`src/rtl/fifo_rr_arbiter_if.sv`:
```
// Bundle of signals between the round-robin FIFO arbiter and its FIFOs.
// The upstream side carries the empty/data/error flags and the pop strobes.
// The downstream side carries the registered push stream and the pause input.
// The master modport is the arbiter's view. The slave modport is the
// environment's view, i.e. the FIFO bank plus the downstream FIFO.
interface fifo_rr_arbiter_if #(
    parameter int N_PORTS = 4,
    parameter int DATA_W  = 6,
    parameter int PTR_W   = 2
);
    // Upstream FIFO bank -> arbiter
    logic [N_PORTS-1:0]        fifo_empty;
    logic [N_PORTS*DATA_W-1:0] fifo_data;
    logic [N_PORTS-1:0]        fifo_error;

    // Downstream almost-full -> arbiter
    logic                      pause_in;

    // Arbiter -> upstream FIFO bank
    logic [N_PORTS-1:0]        pop;

    // Arbiter -> downstream FIFO
    logic                      push_out;
    logic [DATA_W-1:0]         data_out;
    logic [PTR_W-1:0]          port_id_out;
    logic                      error_out;

    modport master (
        input  fifo_empty,
        input  fifo_data,
        input  fifo_error,
        input  pause_in,
        output pop,
        output push_out,
        output data_out,
        output port_id_out,
        output error_out
    );

    modport slave (
        output fifo_empty,
        output fifo_data,
        output fifo_error,
        output pause_in,
        input  pop,
        input  push_out,
        input  data_out,
        input  port_id_out,
        input  error_out
    );
endinterface

```
`src/rtl/fifo_rr_arbiter.sv`:
```
// Round-robin consumer of N_PORTS upstream FIFOs.
// - Issues at most one pop per cycle, to the first non-empty FIFO at or after rr_ptr.
// - The popped word arrives one cycle later (registered FIFO read).
// - That word is pushed to the downstream FIFO through a registered output stage.
// - pause_in blocks new pops only; words already in flight still drain.
// - Any fifo_error parks the block in ERROR until reset.
module fifo_rr_arbiter #(
    parameter int N_PORTS = 4,
    parameter int DATA_W  = 6,
    parameter int PTR_W   = 2
) (
    input  logic              clk,
    input  logic              reset,
    fifo_rr_arbiter_if.master bus
);

    typedef enum logic [1:0] {
        ST_IDLE   = 2'd0,
        ST_ACTIVE = 2'd1,
        ST_PAUSE  = 2'd2,
        ST_ERROR  = 2'd3
    } state_t;

    // ---------------- state ----------------
    state_t              state_q, state_d;
    logic [PTR_W-1:0]    rr_ptr_q, rr_ptr_d;
    logic                s1_valid_q, s1_valid_d;
    logic [PTR_W-1:0]    s1_port_q, s1_port_d;
    logic                push_out_q, push_out_d;
    logic [DATA_W-1:0]   data_out_q, data_out_d;
    logic [PTR_W-1:0]    port_id_q, port_id_d;
    logic                error_out_q, error_out_d;

    // ---------------- combinational helpers ----------------
    logic [N_PORTS-1:0]  req;
    logic [DATA_W-1:0]   port_word [N_PORTS];
    logic                any_req;
    logic                any_err;
    logic                pop_allowed;
    logic                grant_found;
    logic [PTR_W-1:0]    grant_idx;
    logic [PTR_W-1:0]    cand;
    logic                pop_fire;
    logic [N_PORTS-1:0]  pop_vec;

    assign any_req = |req;
    assign any_err = |bus.fifo_error;

    // Pops stop while in reset, while in ERROR, while paused, and in the very
    // cycle an error is flagged, so a faulty FIFO is never drained further.
    assign pop_allowed = !reset && (state_q != ST_ERROR) && !bus.pause_in
                         && !any_err && any_req;
    assign pop_fire    = pop_allowed && grant_found;

    // Per-port request and word slices, and the one-hot pop decode.
    for (genvar gi = 0; gi < N_PORTS; gi++) begin : g_port
        assign req[gi]       = ~bus.fifo_empty[gi];
        assign port_word[gi] = bus.fifo_data[gi*DATA_W +: DATA_W];
        assign pop_vec[gi]   = pop_fire && (grant_idx == PTR_W'(gi));
    end

    // Round-robin search: first requesting port in rr_ptr, rr_ptr+1, ...
    // The candidate index wraps by natural PTR_W overflow (N_PORTS == 2**PTR_W).
    always_comb begin
        grant_found = 1'b0;
        grant_idx   = '0;
        cand        = '0;
        for (int k = 0; k < N_PORTS; k++) begin
            cand = rr_ptr_q + PTR_W'(k);
            if (!grant_found && req[cand]) begin
                grant_found = 1'b1;
                grant_idx   = cand;
            end
        end
    end

    // Next-state decode for the control FSM.
    always_comb begin
        state_d = state_q;
        if (any_err) begin
            state_d = ST_ERROR;
        end else begin
            case (state_q)
                ST_IDLE: begin
                    if (any_req && !bus.pause_in) state_d = ST_ACTIVE;
                end
                ST_ACTIVE: begin
                    if (bus.pause_in)  state_d = ST_PAUSE;
                    else if (!any_req) state_d = ST_IDLE;
                end
                ST_PAUSE: begin
                    if (!bus.pause_in) state_d = any_req ? ST_ACTIVE : ST_IDLE;
                end
                ST_ERROR: state_d = ST_ERROR;
                default:  state_d = ST_ERROR;
            endcase
        end
    end

    // Pointer update and the two-stage pop -> push pipeline.
    always_comb begin
        rr_ptr_d   = rr_ptr_q;
        s1_port_d  = s1_port_q;
        data_out_d = data_out_q;
        port_id_d  = port_id_q;

        // Stage 1: remember which FIFO was popped. It drains to zero on an
        // error because pop_fire is already low in that cycle.
        s1_valid_d = pop_fire;
        if (pop_fire) begin
            rr_ptr_d  = grant_idx + PTR_W'(1);
            s1_port_d = grant_idx;
        end

        // Stage 2: the FIFO's registered read data is valid now.
        // A word still in stage 1 when an error appears is discarded.
        push_out_d = s1_valid_q && !any_err;
        if (push_out_d) begin
            data_out_d = port_word[s1_port_q];
            port_id_d  = s1_port_q;
        end

        // Sticky flag that mirrors the ERROR state.
        error_out_d = (state_d == ST_ERROR);
    end

    // All state registers, with synchronous reset.
    always_ff @(posedge clk) begin
        if (reset) begin
            state_q     <= ST_IDLE;
            rr_ptr_q    <= '0;
            s1_valid_q  <= 1'b0;
            s1_port_q   <= '0;
            push_out_q  <= 1'b0;
            data_out_q  <= '0;
            port_id_q   <= '0;
            error_out_q <= 1'b0;
        end else begin
            state_q     <= state_d;
            rr_ptr_q    <= rr_ptr_d;
            s1_valid_q  <= s1_valid_d;
            s1_port_q   <= s1_port_d;
            push_out_q  <= push_out_d;
            data_out_q  <= data_out_d;
            port_id_q   <= port_id_d;
            error_out_q <= error_out_d;
        end
    end

    assign bus.pop         = pop_vec;
    assign bus.push_out    = push_out_q;
    assign bus.data_out    = data_out_q;
    assign bus.port_id_out = port_id_q;
    assign bus.error_out   = error_out_q;

endmodule

```
`src/flat_wrapper.sv`:
```
// flat-port wrapper written by rule: the top's interface ports become plain ports
module fifo_rr_arbiter_flat 
#(
    parameter int N_PORTS = 4,
    parameter int DATA_W  = 6,
    parameter int PTR_W   = 2
)
  (clk, reset, bus_fifo_empty, bus_fifo_data, bus_fifo_error, bus_pause_in, bus_pop, bus_push_out, bus_data_out, bus_port_id_out, bus_error_out);
  fifo_rr_arbiter_if #(.N_PORTS(N_PORTS), .DATA_W(DATA_W), .PTR_W(PTR_W)) bus_i ();
  input  logic clk;
  input  logic reset;
  input wire logic [$bits(bus_i.fifo_empty)-1:0] bus_fifo_empty;
  input wire logic [$bits(bus_i.fifo_data)-1:0] bus_fifo_data;
  input wire logic [$bits(bus_i.fifo_error)-1:0] bus_fifo_error;
  input wire logic [$bits(bus_i.pause_in)-1:0] bus_pause_in;
  output wire logic [$bits(bus_i.pop)-1:0] bus_pop;
  output wire logic [$bits(bus_i.push_out)-1:0] bus_push_out;
  output wire logic [$bits(bus_i.data_out)-1:0] bus_data_out;
  output wire logic [$bits(bus_i.port_id_out)-1:0] bus_port_id_out;
  output wire logic [$bits(bus_i.error_out)-1:0] bus_error_out;
  assign bus_i.fifo_empty = bus_fifo_empty;
  assign bus_i.fifo_data = bus_fifo_data;
  assign bus_i.fifo_error = bus_fifo_error;
  assign bus_i.pause_in = bus_pause_in;
  assign bus_pop = bus_i.pop;
  assign bus_push_out = bus_i.push_out;
  assign bus_data_out = bus_i.data_out;
  assign bus_port_id_out = bus_i.port_id_out;
  assign bus_error_out = bus_i.error_out;
  fifo_rr_arbiter #(.N_PORTS(N_PORTS), .DATA_W(DATA_W), .PTR_W(PTR_W)) u_core (.clk(clk), .reset(reset), .bus(bus_i));
endmodule
```
`config.mk`:
```
export PLATFORM = sky130hd
export DESIGN_NAME = fifo_rr_arbiter_flat
export DESIGN_NICKNAME = d
export VERILOG_FILES = /design/src/rtl/fifo_rr_arbiter_if.sv /design/src/rtl/fifo_rr_arbiter.sv /design/src/flat_wrapper.sv
export SDC_FILE = /design/constraint.sdc
export NUM_CORES = 1
export LEC_CHECK = 0
export CAP_MARGIN = 15
export CORE_ASPECT_RATIO = 1.25
export CORE_UTILIZATION = 43
export CTS_BUF_LIST = sky130_fd_sc_hd__clkbuf_8
export DETAILED_ROUTE_END_ITERATION = 7
export GPL_ROUTABILITY_DRIVEN = 1
export HOLD_SLACK_MARGIN = 0.15
export PLACE_DENSITY = 0.94
export SYNTH_ARGS = -nofsm -noshare
export SYNTH_HDL_FRONTEND = slang
export SYNTH_SLANG_ARGS = --single-unit
```
`constraint.sdc`:
```
create_clock -name clk -period 2.9 [get_ports clk]
set_input_delay 0.435 -clock clk [delete_from_list [all_inputs] [get_ports clk]]
set_output_delay 0.435 -clock clk [all_outputs]
set_load 0.02 [all_outputs]
```
==> flow_summary.toml <==
[floorplanning]
core_area_mm2 = 0.00200
die_h_um = 53.8
start_util_pct = 46.1
die_w_um = 43.5
rows = 18
die_area_mm2 = 0.00234
ioPinCount = 49

[routing]
firstDrtPassIters = 6
topRoutingLayerUsed = "met4"
drt-total-wl_um = 2560
vias = 940
met2_length_um = 1390
remaining_drc_errors = 16
vias_per_cell = 5.50
drt-met1-wl_um = 864
routed-wl-met3_um = 264
drt.antenna.violating_nets = 0
routedWlPerCell_um = 15.0
first_iter_violations = 28

[layout]
syn_to_final_growth_pct = 68.5
final_nets = 191
drive_gt1_share_pct = 19.9
utilization_pct = 77.7
diodes = 0
finalNonFillerCells = 171
fin_area_mm2 = 0.00156

[power_and_ir_drop]
pwr-share-comb_pct = 20.4
intPower_uw = 400
p_switching_uw = 110
p_sw_share_pct = 21.5
leakage_uw = 0.000640
vdd_ir_drop_max_v = 0.000317
p_clk_share_pct = 32.7
pwr-share-seq_pct = 46.9
power_density_mw_per_mm2 = 327

[clock_network]
clock_latency_ns = 0.25
cts.sinks = 17
cts_buffer_depth = 2
clk_pin_slew_ns = 0.06
cts_made_buffers = 3
cts-root-buf = "clkbuf_8"
cts_tree = "yes"
h-tree-depth = 1
cts_hold_buf = 0

[synthesis]
synth_edf_count = 0
syn_avg_cell_area_um2 = 10.3
yosys_warnings = 0
synth_seq_area_share_pct = 36.8
synth.most_common_cell = "dfxtp_1"
ys.flop_type = "dfxtp_1"
synth_top_cell_by_area = "dfxtp_1"
synthArstFlopShare_pct = 0
synth_common_cells = "dfxtp_1 (17), nor2_1 (9)"
synth_area_um2 = 925
syn_inst = 90
synth-seq-cells = 17
yosys.area.top_type_share_pct = 36.8
synthTopCellsByArea = "dfxtp_1 (37%), mux4_2 (15%), mux2i_1 (6.5%), ha_1 (5.4%), nor2_1 (3.7%)"
synth_cell_types = 29
syn-num-nets = 129

[worst_setup_path]
ff2ff_path_depth = 8
cp-endpoint = "bus_pop[2]"
crit_type = "in -> out"
cp_max_fo = 6
r2r_start = "u_core.rr_ptr_q[1]$_SDFFE_PP0P_"
ff2ff_setup_slack_ns = 1.12
r2r-end = "u_core.rr_ptr_q[1]$_SDFFE_PP0P_"
end_kind = "primary output"
startpoint = "bus_fifo_empty[2]"
worstPathArrival_ns = 2.37
startpoint_type = "primary input"
worstPathRequired_ns = 2.47

[sta]
worst_slew_pin_slew_ns = 0.483
skew_ns = 0.000655
fmax_ghz = 0.357
slew_headroom_pct = 67.8
min_period_ns = 2.80
report.final.slew_viol_count = 0
tns_ns = 0
whs_ns = 0.465
period_share_pct = 96.6
hold_viol_final = 0
setup_viol = 0

[global_routing]
grt_start_max_net_pins = 18
globalRouteTotalUtil_pct = 23.8
grt_pass1_vias = 982
grt_overflow = 0
antenna_found_initial = 0
grt_pass1_wl_um = 4040

[placement]
gp_congestion = 0.828
port-buffer-count = 48
dp_hpwl_um = 2070
place_inst = 167
placed_area_mm2 = 0.00151

[status]
violations = "design-rule violations"
status = "complete, but fails checks"

[flow_run]
drv_cap = 0

[hold_path]
min_path_cells = 2
hold_path.class = "reg -> reg"
==> cells by family (layout without fill, tap and decap cells) <==
kind of cell,after synthesis,count (layout),synth area share (%)
flops,17,17,36.8
buf+inv,6,67,2.57
compound gates,19,19,14.1
mux,12,12,21.1
simple gates,32,32,20.0
fa+ha+maj,4,4,5.41
==> worst max-delay path, cell delays in order <==
cell             delay (ns)
clkdlybuf4s50_1        0.58
o21ai_0                0.12
a221o_1                0.35
a41o_1                 0.25
ha_1                   0.17
and2_1                 0.13
dlygate4sd2_1          0.31
==> registers in the layout (all words and copies together), names as in the netlist <==
| name | cells |
|---|---|
| u_core.bus.data_out | 6 |
| u_core.bus.port_id_out | 2 |
| u_core.s1_port_q | 2 |
| u_core.bus.push_out | 1 |
| u_core.rr_ptr_q | 2 |
| u_core.bus.error_out | 1 |
| u_core.state_q | 2 |
| u_core.s1_valid_q | 1 |
==> worst min path at each step <==
stage | startpoint | endpoint | slack [ns]
after detailed placement | u_core.bus.port_id_out[1]$_SDFFE_PP0P_ | u_core.bus.port_id_out[1]$_SDFFE_PP0P_ | 0.46
after CTS | u_core.bus.port_id_out[1]$_SDFFE_PP0P_ | u_core.bus.port_id_out[1]$_SDFFE_PP0P_ | 0.47
after global placement | u_core.bus.port_id_out[0]$_SDFFE_PP0P_ | u_core.bus.port_id_out[0]$_SDFFE_PP0P_ | 0.44
after global routing | u_core.bus.port_id_out[1]$_SDFFE_PP0P_ | u_core.bus.port_id_out[1]$_SDFFE_PP0P_ | 0.49
final | u_core.bus.port_id_out[1]$_SDFFE_PP0P_ | u_core.bus.port_id_out[1]$_SDFFE_PP0P_ | 0.47
after floorplan | u_core.s1_valid_q$_SDFF_PP0_ | u_core.bus.data_out[3]$_SDFFE_PP0P_ | 0.48
==> cells in the final DEF (no fill, tap or decap), types with 4 or more instances in the layout <==
cell type	n
a21oi_1	6
and2_1	4
buf_4	13
clkdlybuf4s50_1	44
dfxtp_1	17
ha_1	4
mux2i_1	6
mux4_2	6
nand2_1	6
nor2_1	9
==> power groups by stage <==
stage / combinational (µW) / clock, µW / sequential (µW)
2_1_floorplan: 29.7 / 0 / 245
3_3_place_gp: 98.4 / 0 / 244
3_5_place_dp: 102 / 0 / 244
4_1_cts: 103 / 170 / 239
5_1_grt: 112 / 181 / 240
6_report: 104 / 167 / 239
==> per-stage QoR <==
stage | setup slack, ns | total power (µW)
6_report | 0.0981 | 510
5_1_grt | -0.0158 | 533
4_1_cts | 0.0820 | 513
3_5_place_dp | -0.174 | 347
3_3_place_gp | -0.0756 | 343
2_1_floorplan | 0.971 | 274
==> metal layers <==
metal,global-route usage (%),vias to the layer above
li1,-,454
met1,21.9,434
met2,48.0,48
met3,5.70,4
met4,12.0,0
met5,0,-
==> final cells by class <==
cell class / count / area, µm²
clock buffer: 3 / 41.3
clock inverter: 1 / 3.75
fill: 136 / 447
inverter: 2 / 7.51
multi-input combinational: 67 / 571
sequential: 17 / 340
tap: 20 / 25.0
timing repair buffer: 61 / 569
==> repair_timing <==
| action | 4_1_cts | 5_1_grt |
|---|---|---|
| buffers inserted | 0 | 0 |
| hold endpoints to repair | 0 | 0 |
| setup endpoints to repair | 4 | 4 |
| gates resized for setup | 4 | 4 |
Power figures use the tool's default switching activity.
